[config.mk]
export PLATFORM = sky130hd
export DESIGN_NAME = fetch_stage_flat
export DESIGN_NICKNAME = d
export VERILOG_FILES = /design/src/rtl/pipeline_pkg.sv /design/src/rtl/fetch_stage_if.sv /design/src/rtl/mux.sv /design/src/rtl/fetch_stage.sv /design/src/flat_wrapper.sv
export SDC_FILE = /design/constraint.sdc
export NUM_CORES = 1
export LEC_CHECK = 0
export CORE_MARGIN = 4
export CORE_UTILIZATION = 50
export DETAILED_ROUTE_END_ITERATION = 10
export GPL_TIMING_DRIVEN = 0
export PLACE_DENSITY = 0.86
export SETUP_SLACK_MARGIN = 0.3
export SKIP_CTS_REPAIR_TIMING = 1
export SLEW_MARGIN = 20
export SYNTH_ARGS = -nofsm -noshare
export SYNTH_HDL_FRONTEND = slang
export SYNTH_SLANG_ARGS = --single-unit
[constraint.sdc]
create_clock -name clk -period 10.8 [get_ports clk]
set_input_delay 2.16 -clock clk [delete_from_list [all_inputs] [get_ports clk]]
set_output_delay 2.16 -clock clk [all_outputs]
set_load 0.005 [all_outputs]
[src/rtl/pipeline_pkg.sv]
// Shared pipeline constants: PC increment and the all-zero bubble word.
package pipeline_pkg;
    localparam int PC_STEP = 4;
    localparam int NOP     = 0;
endpackage

[src/rtl/fetch_stage_if.sv]
// Fetch-stage control and IF/ID bus; stall_count exists only with FETCH_STALL_CNT_EN.
interface fetch_stage_if #(parameter int nbits = 32);
    logic             stall;
    logic             flush;
    logic             branch_taken;
    logic [nbits-1:0] branch_target;
    logic [nbits-1:0] instr_in;
    logic [nbits-1:0] imem_addr;
    logic [nbits-1:0] pc_out;
    logic [nbits-1:0] pc_plus4_out;
    logic [nbits-1:0] instr_out;
    logic             valid_out;
`ifdef FETCH_STALL_CNT_EN
    logic [15:0]      stall_count;
`endif

    modport master (
        input  stall, flush, branch_taken, branch_target, instr_in,
        output imem_addr, pc_out, pc_plus4_out, instr_out, valid_out
`ifdef FETCH_STALL_CNT_EN
        , output stall_count
`endif
    );

    modport slave (
        output stall, flush, branch_taken, branch_target, instr_in,
        input  imem_addr, pc_out, pc_plus4_out, instr_out, valid_out
`ifdef FETCH_STALL_CNT_EN
        , input stall_count
`endif
    );
endinterface

[src/rtl/mux.sv]
// Two-input word select: dec=1 picks msb, dec=0 picks lsb.
// Latency: combinational. Backpressure: none.
module mux #(
    parameter int nbits = 32
) (
    input  logic [nbits-1:0] lsb,
    input  logic [nbits-1:0] msb,
    input  logic             dec,
    output logic [nbits-1:0] out
);
    assign out = dec ? msb : lsb;
endmodule

[src/rtl/fetch_stage.sv]
// Instruction fetch: PC register, PC+4, next-PC mux, IF/ID register. Optional FETCH_STALL_CNT_EN.
// Latency: 1 cycle from imem_addr to IF/ID; a taken branch costs one bubble.
// Backpressure: stall freezes PC and IF/ID; branch_taken overrides stall and flush.
module fetch_stage
    import pipeline_pkg::*;
#(
    parameter int               nbits    = 32,
    parameter logic [nbits-1:0] RESET_PC = '0
) (
    input  logic          clk,
    input  logic          reset,
    fetch_stage_if.master bus
);
    logic [nbits-1:0] pc;
    logic [nbits-1:0] pc_plus4;
    logic [nbits-1:0] next_pc;
    logic [nbits-1:0] ifid_pc;
    logic [nbits-1:0] ifid_pc_plus4;
    logic [nbits-1:0] ifid_instr;
    logic             ifid_valid;
    logic             bubble;

    assign pc_plus4 = pc + nbits'(PC_STEP);
    assign bubble   = bus.branch_taken | bus.flush;

    mux #(.nbits(nbits)) next_pc_mux (
        .lsb (pc_plus4),
        .msb (bus.branch_target),
        .dec (bus.branch_taken),
        .out (next_pc)
    );

    // A flush alone still advances the PC; only stall (without a branch) holds it.
    always_ff @(posedge clk or posedge reset) begin
        if (reset) begin
            pc <= RESET_PC;
        end else if (bus.branch_taken || !bus.stall) begin
            pc <= next_pc;
        end
    end

    always_ff @(posedge clk or posedge reset) begin
        if (reset) begin
            ifid_pc       <= nbits'(NOP);
            ifid_pc_plus4 <= nbits'(NOP);
            ifid_instr    <= nbits'(NOP);
            ifid_valid    <= 1'b0;
        end else if (bubble) begin
            ifid_pc       <= nbits'(NOP);
            ifid_pc_plus4 <= nbits'(NOP);
            ifid_instr    <= nbits'(NOP);
            ifid_valid    <= 1'b0;
        end else if (!bus.stall) begin
            ifid_pc       <= pc;
            ifid_pc_plus4 <= pc_plus4;
            ifid_instr    <= bus.instr_in;
            ifid_valid    <= 1'b1;
        end
    end

`ifdef FETCH_STALL_CNT_EN
    logic [15:0] stall_cnt;

    always_ff @(posedge clk or posedge reset) begin
        if (reset) begin
            stall_cnt <= '0;
        end else if (bus.stall && !bus.branch_taken && stall_cnt != 16'hFFFF) begin
            stall_cnt <= stall_cnt + 16'd1;
        end
    end

    assign bus.stall_count = stall_cnt;
`endif

    assign bus.imem_addr    = pc;
    assign bus.pc_out       = ifid_pc;
    assign bus.pc_plus4_out = ifid_pc_plus4;
    assign bus.instr_out    = ifid_instr;
    assign bus.valid_out    = ifid_valid;
endmodule
[src/flat_wrapper.sv]
// flat-port wrapper written by rule: the top's interface ports become plain ports
module fetch_stage_flat import pipeline_pkg::*;
#(
    parameter int               nbits    = 32,
    parameter logic [nbits-1:0] RESET_PC = '0
)
  (clk, reset, bus_stall, bus_flush, bus_branch_taken, bus_branch_target, bus_instr_in, bus_imem_addr, bus_pc_out, bus_pc_plus4_out, bus_instr_out, bus_valid_out);
  fetch_stage_if #(.nbits(nbits)) bus_i ();
  input  logic clk;
  input  logic reset;
  input wire logic [$bits(bus_i.stall)-1:0] bus_stall;
  input wire logic [$bits(bus_i.flush)-1:0] bus_flush;
  input wire logic [$bits(bus_i.branch_taken)-1:0] bus_branch_taken;
  input wire logic [$bits(bus_i.branch_target)-1:0] bus_branch_target;
  input wire logic [$bits(bus_i.instr_in)-1:0] bus_instr_in;
  output wire logic [$bits(bus_i.imem_addr)-1:0] bus_imem_addr;
  output wire logic [$bits(bus_i.pc_out)-1:0] bus_pc_out;
  output wire logic [$bits(bus_i.pc_plus4_out)-1:0] bus_pc_plus4_out;
  output wire logic [$bits(bus_i.instr_out)-1:0] bus_instr_out;
  output wire logic [$bits(bus_i.valid_out)-1:0] bus_valid_out;
  assign bus_i.stall = bus_stall;
  assign bus_i.flush = bus_flush;
  assign bus_i.branch_taken = bus_branch_taken;
  assign bus_i.branch_target = bus_branch_target;
  assign bus_i.instr_in = bus_instr_in;
  assign bus_imem_addr = bus_i.imem_addr;
  assign bus_pc_out = bus_i.pc_out;
  assign bus_pc_plus4_out = bus_i.pc_plus4_out;
  assign bus_instr_out = bus_i.instr_out;
  assign bus_valid_out = bus_i.valid_out;
  fetch_stage #(.nbits(nbits), .RESET_PC(RESET_PC)) u_core (.clk(clk), .reset(reset), .bus(bus_i));
endmodule
Word-level counts from Yosys, hierarchy flattened:

Index checks and enable logic that the tools add are counted.

* latch bits: 0
* bits in registers: 129
* word-level logic and storage cells: 19
* output and inout port bits: 129
* input port bits: 69
* ROM bits: 0
* memories kept: 0
* RAM bits: 0

* muxes and demuxes: 9
* bitwise gates (word level): 1
* $lt $le $gt $ge: 0
* reduce and logical (&&, ||, !) cells: 2
* add/subtract/negate cells: 1
* divide/modulo/power cells: 0
* equal/unequal tests: 1
* $mul: 0
* shift-type cells: 0

Operator list (count)
* 32-bit two-way mux: 7
* 32-bit by 3-bit adder with 32-bit output (second input constant): 1
* 1-bit two-way mux: 2
* 2-bit by 1-bit != test with 1-bit output (second input constant): 1
* 1-bit logical NOT: 1
* 1-bit logical OR: 1
* 1-bit OR: 1

Logic depth before layout (Yosys ltp):

Gate-level depths: netlist of run 1.

* depth in word-level cells: 3
* gate-level depth with buffers: 7

Hierarchy:

A second synthesis of run 1 with hierarchy kept.

* cells, all modules: 502
* area, all modules: 5995.8 um2

Modules (own cells, without submodules)
* fetch_stage: area an instance 5451.5 um2, cells each 466, times used 1, seq. area each 3178.0 um2
* mux: area an instance 544.3 um2, cells each 36, times used 1, seq. area each 0.0 um2

Worst setup path after synthesis of run 1:

OpenSTA, ideal clock, no wires.

* path type: in2reg
* start point: input bus_branch_taken
* end point: register u_core.ifid_instr[28], in the netlist u_core.bus.instr_out[28]
* arrival: 3.222 ns
* library setup time: 0.132 ns
* data required time: 10.668 ns
* slack: 7.446 ns
* stages on the path: 6
* buffers on the path: 4
* cells stage by stage: clkbuf_1 -> or2_2 -> clkbuf_1 -> buf_2 -> clkbuf_1 -> nor2_1

* word-level cells in the longest chain between the ends: 2

RTL lines
* start: declaration: RTL line flat_wrapper.sv:13 `input wire logic [$bits(bus_i.branch_taken)-1:0] bus_branch_taken;`
* 1-bit OR *: RTL line fetch_stage.sv:24 `assign bubble = bus.branch_taken | bus.flush;`
* 2-bit by 1-bit != test with 1-bit output (no source line) / 32-bit two-way mux (equally long branches)
* end signal: assignment: RTL line fetch_stage.sv:46 `ifid_instr <= nbits'(NOP);`
* end signal: assignment: RTL line fetch_stage.sv:51 `ifid_instr <= nbits'(NOP);`
* end signal: assignment: RTL line fetch_stage.sv:56 `ifid_instr <= bus.instr_in;`
* end: declaration: RTL line fetch_stage.sv:19 `logic [nbits-1:0] ifid_instr;`

Every way passes the cells marked *; elsewhere a longest branch is shown, timed or not.
A chain may end at the register's enable or synchronous reset.

Worst setup path after layout of run 1:

* start point: input bus_stall
* end point: register u_core.ifid_pc[23], in the netlist u_core.bus.pc_out[23]

* word-level cells in the longest chain between the ends: 1

RTL lines
* start: declaration: RTL line flat_wrapper.sv:11 `input wire logic [$bits(bus_i.stall)-1:0] bus_stall;`
* 2-bit by 1-bit != test with 1-bit output (no source line)
* end signal: assignment: RTL line fetch_stage.sv:44 `ifid_pc <= nbits'(NOP);`
* end signal: assignment: RTL line fetch_stage.sv:49 `ifid_pc <= nbits'(NOP);`
* end signal: assignment: RTL line fetch_stage.sv:54 `ifid_pc <= pc;`
* end: declaration: RTL line fetch_stage.sv:17 `logic [nbits-1:0] ifid_pc;`

Every way passes these cells.

==> results.sh, run 1 <==
export IMPL_wl_per_cell_um=19.09
export IMPL_period_needed_ns=3.764
export IMPL_dpl_hpwl_um=13300
export IMPL_drtPass1Iterations=5
export IMPL_crit_arrival_ns=4.11
export IMPL_initial_utilization=0.5090
export IMPL_min_period_over_period=0.3485
export IMPL_grt_start_max_net_pins=66
export IMPL_io_pins=198
export IMPL_utilization=0.7404
export IMPL_p_seq_frac=0.405
export IMPL_p_sw_mw=0.3178
export IMPL_clock_fmax_ghz=0.2657
export IMPL_combPwrFrac=0.154
export IMPL_rows=40
export IMPL_grt_pass1_wl_um=29840
export IMPL_leakage_nw=3.886
export IMPL_rsz0062_at_grt="no"
export IMPL_layout_common_cells="196 x clkdlybuf4s50_1, 127 x dfrtp_1, 85 x nor2_1"
export IMPL_syn_num_nets=669
export IMPL_htree_num_levels=4
export IMPL_clkLatencyLatePin_ns=0.42
export IMPL_postLayoutCellArea_um2=8894
export IMPL_antenna_left=0
export IMPL_area_growth_pct=45.48
export IMPL_cts_inserted_buffers=17
export IMPL_worst_setup_path_type="in -> reg"
export IMPL_intPower_mw=0.9744
export IMPL_place_area_um2=8292
export IMPL_clkSinkCount=127
export IMPL_ir_drop_mv=0.09595
export IMPL_drc=0
export IMPL_setup_viol=0
export IMPL_cp_required_ns=11.15
export IMPL_crit_fanout=10
export IMPL_skew_ns=0.007167
export IMPL_avgViaCountPerCell=5.587
export IMPL_num_vias=5447
export IMPL_grt_pass1_vias=5733
export IMPL_drive_gt1_frac=0.09058
export IMPL_cts_root_buf="clkbuf_16"
export IMPL_die_area_um2=14060
export IMPL_fillerInstances=852
export IMPL_seq_area_um2=3178
export IMPL_pwr_share_clk=0.441
export IMPL_hold_viol=0
export IMPL_slew_headroom=0.3145
export IMPL_clockBufferDepth=2
export IMPL_cts_tree="built"
export IMPL_synth_cell_type_count=43
export IMPL_die_y_um=118.6
export IMPL_ys_seq_elements=127
export IMPL_overflow=0
export IMPL_hold_class="reg -> reg"
export IMPL_first_iter_violations=350
export IMPL_tns_ns=0
export IMPL_nets=885
export IMPL_cp_end_kind="flip-flop"
export IMPL_yosys_warnings=0
export IMPL_maxSlewViolCount=0
export IMPL_syn_area_um2=6113
export IMPL_coreArea_um2=12010
export IMPL_multi_input_comb_area_um2=2671
export IMPL_critPathLaunchType="primary input"
export IMPL_synthCells=599
export IMPL_sw_frac_of_total=0.2459
export IMPL_synth_yosys_seq_area_share=0.5199
export IMPL_power_mw=1.292
export IMPL_worst_pin_slew_ns=1.020
export IMPL_final_common_cell="clkdlybuf4s50_1"
export IMPL_n_antenna_cell=0
export IMPL_portBuffers=196
export IMPL_die_x_um=118.6
export IMPL_cap_violations=0
export IMPL_power_per_cell_area_nw_per_um2=145.3
export IMPL_grtUsageTotal=0.2675
export IMPL_syn_mean_instance_area_um2=10.21
export IMPL_antenna_found_initial=0
export IMPL_cts_clk_slew_worst_paths_ns=0.06
export IMPL_wl_um=18610
export IMPL_status="finished, final reports clean"
export IMPL_gp_congestion=0.8538
==> final cells by class <==
type	instances	share of cell area
sequential	127	0.3573
multi-input combinational	414	0.3004
timing repair buffer	197	0.2237
clock buffer	28	0.06261
buffer	50	0.02631
tap	147	0.02068
clock inverter	4	0.005065
inverter	8	0.003939
==> stage by stage <==
step	instances	hold slack (ns)	worst slack (ns)
3_3_place_gp	942	0.5004	3.599
2_1_floorplan	599	0.5041	5.256
5_1_grt	975	0.5434	6.939
6_report	975	0.5174	7.036
4_1_cts	975	0.5211	7.048
3_5_place_dp	943	0.5140	6.645
==> kinds of logic after synthesis <==
family | after synthesis | synth area share
xor+xnor | 54 | 0.07736
simple gates | 214 | 0.1732
buf+inv | 58 | 0.04318
compound gates | 80 | 0.07736
fa+ha+maj | 1 | 0.002046
mux | 65 | 0.1070
flops | 127 | 0.5199
==> per-layer routing <==
layer / up-vias / share of wire / track usage
met5: - / 0 / 0
met2: 286 / 0.49 / 0.4472
met3: 53 / 0.081 / 0.07560
met1: 2653 / 0.40 / 0.3212
li1: 2455 / - / -
met4: 0 / 0.031 / 0.1202
==> worst max-delay path, stage by stage <==
cell and delay [ns]:
clkdlybuf4s50_1 0.55, buf_2 0.27, buf_2 0.31, buf_1 0.51
a21oi_1 0.19, nor2_1 0.11
==> power by group through the flow <==
stage	Sequential (mW)	Combinational [mW]	Clock, mW
after floorplan	0.528	0.0933	0
after global placement	0.529	0.191	0
after detailed placement	0.531	0.197	0
after CTS	0.523	0.200	0.573
after global routing	0.526	0.215	0.593
final	0.523	0.199	0.570
==> worst paths after layout <==
check | from | end | slack, ns | cells after the start
max | bus_stall | u_core.bus.pc_out[23]$_DFFE_PP0P_ | 7.04 | 6
min | u_core.bus.valid_out$_DFFE_PP0P_ | u_core.bus.valid_out$_DFFE_PP0P_ | 0.52 | 2
max reg2reg | u_core.bus.imem_addr[3]$_DFFE_PP0N_ | u_core.bus.imem_addr[20]$_DFFE_PP0N_ | 8.49 | 6
min reg2reg | u_core.bus.valid_out$_DFFE_PP0P_ | u_core.bus.valid_out$_DFFE_PP0P_ | 0.52 | 2
max in group asynchronous | reset | u_core.bus.pc_out[4]$_DFFE_PP0P_ | 7.86 | 3
min in group asynchronous | reset | u_core.bus.instr_out[8]$_DFFE_PP0P_ | 2.21 | 2
==> cell usage after synthesis (all sizes together) <==
master   number  area share
or2           1      0.0010
nor2b         4      0.0041
mux2i        62        0.10
and4          3      0.0045
mux2          3      0.0055
and2          1      0.0010
xnor2        14       0.020
nor2         85       0.052
a221oi        1      0.0014
and3          1      0.0012
nor3b         1      0.0012
nand3        21       0.021
a211oi        2      0.0025
inv           7      0.0043
clkinv        1     0.00061
a311oi        1      0.0014
buf          25       0.023
o21bai       15       0.018
nor3         12       0.012
o21a          1      0.0012
a2111oi       2      0.0049
nand3b        1      0.0012
nand4        15       0.019
nor4          8       0.017
ha            1      0.0020
xor2         40       0.057
nand2        61       0.037
clkbuf       25       0.016
a21oi        29       0.024
dfrtp       127        0.52
o21ai        29       0.024
==> flip-flops by register name, summed over array words and instances (netlist names) <==
name                     cells
u_core.bus.imem_addr        32
u_core.bus.instr_out        32
u_core.bus.pc_plus4_out     32
u_core.bus.pc_out           30
u_core.bus.valid_out         1
Note: power is estimated with default switching activity, not from simulation.
==> run 2, diff against run 1 <==
- CORE_UTILIZATION: 50 -> 42
- PLACE_DENSITY: 0.86 -> 0.77
- clock period: 10.8 -> 3.3 ns (I/O delays scaled with it)
==> run 2 against run 1 <==
Wire length up 0.85%. Cell area up 1.1%. Sequential power rose to 3.3 times the previous value. Global-route usage down 3.6 points. Cell count up 3.6%. Critical endpoint is now u_core.bus.pc_plus4_out[21]$_DFFE_PP0P_. Critical path type is now reg -> reg. Count of clock-buffer cells in the layout down 2.
==> results.sh, run 2 (synthesis results as in run 1) <==
export IMPL_status="finished, final reports clean"
export IMPL_sw_frac_of_total=0.2442
export IMPL_clkLatencyLatePin_ns=0.42
export IMPL_period_needed_ns=2.369
export IMPL_cp_required_ns=3.57
export IMPL_cts_root_buf="clkbuf_16"
export IMPL_die_area_um2=16550
export IMPL_worst_pin_slew_ns=1.019
export IMPL_cts_tree="built"
export IMPL_power_mw=4.268
export IMPL_htree_num_levels=4
export IMPL_utilization=0.6401
export IMPL_grtUsageTotal=0.2320
export IMPL_num_vias=5381
export IMPL_fillerInstances=1126
export IMPL_critPathMaxStageDelay_ns=0.88
export IMPL_r2r_setup_slack_ns=0.93
export IMPL_pre_cts_ws_ns=0.6527
export IMPL_ir_drop_mv=0.2879
export IMPL_combPwrFrac=0.153
export IMPL_wl_per_cell_um=18.58
export IMPL_worst_path_max_delay_cell="nor3_1"
export IMPL_critical_path_cell_chain="nand2_1, nor3_1, nand3_1, xor2_1, a21oi_1"
export IMPL_hold_slack_ns=0.5169
export IMPL_dpl_hpwl_um=13870
export IMPL_slew_headroom=0.3157
export IMPL_io_pins=198
export IMPL_critPathLaunchType="flip-flop"
export IMPL_nets=888
export IMPL_wl_um=18770
export IMPL_cts_clk_slew_worst_paths_ns=0.06
export IMPL_cp_num_buf_inv=0
export IMPL_drive_gt1_frac=0.09277
export IMPL_antenna_found_initial=0
export IMPL_crit_fanout=7
export IMPL_layoutNonFillerInstCount=1010
export IMPL_rsz0062_at_grt="no"
export IMPL_rows=43
export IMPL_hold_depth=2
export IMPL_reg2reg_to="u_core.bus.pc_plus4_out[21]$_DFFE_PP0P_"
export IMPL_overflow=0
export IMPL_grt_pass1_vias=5720
export IMPL_antenna_left=0
export IMPL_gp_congestion=0.8428
export IMPL_cts_inserted_buffers=17
export IMPL_grt_start_max_net_pins=35
export IMPL_grt_pass1_wl_um=30060
export IMPL_path_depth=5
export IMPL_initial_utilization=0.4354
export IMPL_leakage_nw=3.906
export IMPL_p_seq_frac=0.401
export IMPL_area_growth_pct=47.03
export IMPL_first_iter_violations=289
export IMPL_p_sw_mw=1.042
export IMPL_skew_ns=0.005393
export IMPL_die_x_um=128.6
export IMPL_dp_cells=979
export IMPL_clockBufferDepth=2
export IMPL_cp_top_family="simple AND/OR/NAND/NOR gates"
export IMPL_startpoint="u_core.bus.imem_addr[2]$_DFFE_PP0N_"
export IMPL_clock_fmax_ghz=0.4222
export IMPL_coreArea_um2=14040
export IMPL_intPower_mw=3.226
export IMPL_final_common_cell="clkdlybuf4s50_1"
export IMPL_maxSlewViolCount=0
export IMPL_pwr_share_clk=0.445
export IMPL_min_period_over_period=0.7178
export IMPL_hold_viol=0
export IMPL_avgViaCountPerCell=5.328
export IMPL_r2r_cells=5
export IMPL_clkSinkCount=127
export IMPL_die_y_um=128.6
export IMPL_cp_end_kind="flip-flop"
export IMPL_setup_viol=0
export IMPL_worst_setup_path_type="reg -> reg"
export IMPL_crit_arrival_ns=2.64
export IMPL_portBuffers=196
export IMPL_n_antenna_cell=0
export IMPL_drc=0
export IMPL_worstReg2RegStart="u_core.bus.imem_addr[2]$_DFFE_PP0N_"
export IMPL_finalWorstSetupSlack_ns=0.9313
export IMPL_worstSetupEndpoint="u_core.bus.pc_plus4_out[21]$_DFFE_PP0P_"
export IMPL_cap_violations=0
export IMPL_power_per_cell_area_nw_per_um2=474.8
export IMPL_drtPass1Iterations=6
export IMPL_layout_common_cells="196 x clkdlybuf4s50_1, 127 x dfrtp_1, 85 x nor2_1"
export IMPL_hold_class="reg -> reg"
-- run 2: changes by cell type in the layout (fill, tap and decap cells not counted), sizes merged --
cell / change
clkbuf: -2
bufinv: +1
inv: -1
clkinvlp: +1
buf: +3
-- run 2: final cells by class --
type	count	area (µm²)	area share
buffer	50	234.0	0.02603
clock buffer	26	529.3	0.05888
clock inverter	5	75.07	0.008352
inverter	8	33.78	0.003758
multi-input combinational	414	2671	0.2972
sequential	127	3178	0.3536
tap	180	225.2	0.02506
timing repair buffer	200	2042	0.2272
-- run 2: through the flow --
step / cell area (µm²) / setup TNS [ns]
floorplan: 6117 / 0
global placement: 8304 / -8.246
CTS: 8989 / 0
finish: 8989 / 0
global route: 8989 / 0
detailed placement: 8384 / 0
-- run 2: worst register-to-register path, stage by stage, from the launching register on --
cell and delay (ns):
dfrtp_1 0.50, nand2_1 0.24, nor3_1 0.88, nand3_1 0.24, xor2_1 0.26, a21oi_1 0.10
-- run 2: worst min path at each step --
| stage | from | to | slack [ns] |
|---|---|---|---|
| 2_1_floorplan | u_core.bus.pc_plus4_out[5]$_DFFE_PP0P_ | u_core.bus.pc_plus4_out[5]$_DFFE_PP0P_ | 0.50 |
| 3_5_place_dp | u_core.bus.pc_out[31]$_DFFE_PP0P_ | u_core.bus.pc_out[31]$_DFFE_PP0P_ | 0.51 |
| 6_report | u_core.bus.pc_plus4_out[13]$_DFFE_PP0P_ | u_core.bus.pc_plus4_out[13]$_DFFE_PP0P_ | 0.52 |
| 3_3_place_gp | u_core.bus.pc_plus4_out[6]$_DFFE_PP0P_ | u_core.bus.pc_plus4_out[6]$_DFFE_PP0P_ | 0.50 |
| 4_1_cts | u_core.bus.pc_plus4_out[13]$_DFFE_PP0P_ | u_core.bus.pc_plus4_out[13]$_DFFE_PP0P_ | 0.52 |
| 5_1_grt | u_core.bus.pc_plus4_out[13]$_DFFE_PP0P_ | u_core.bus.pc_plus4_out[13]$_DFFE_PP0P_ | 0.54 |
-- run 2: layer usage --
layer  track usage  share of wire  vias to the layer above
li1              -              -                     2467
met1        0.2903           0.41                     2637
met2        0.3799           0.48                      232
met3       0.07430          0.083                       45
met4       0.08153          0.025                        0
met5             0              0                        -
-- run 2: power groups by stage --
stage          Combinational, mW  Sequential, mW  Clock [mW]
3_3_place_gp               0.631            1.73           0
5_1_grt                    0.718            1.72        1.99
3_5_place_dp               0.655            1.74           0
4_1_cts                    0.661            1.71        1.92
6_report                   0.654            1.71        1.90
2_1_floorplan              0.306            1.73           0
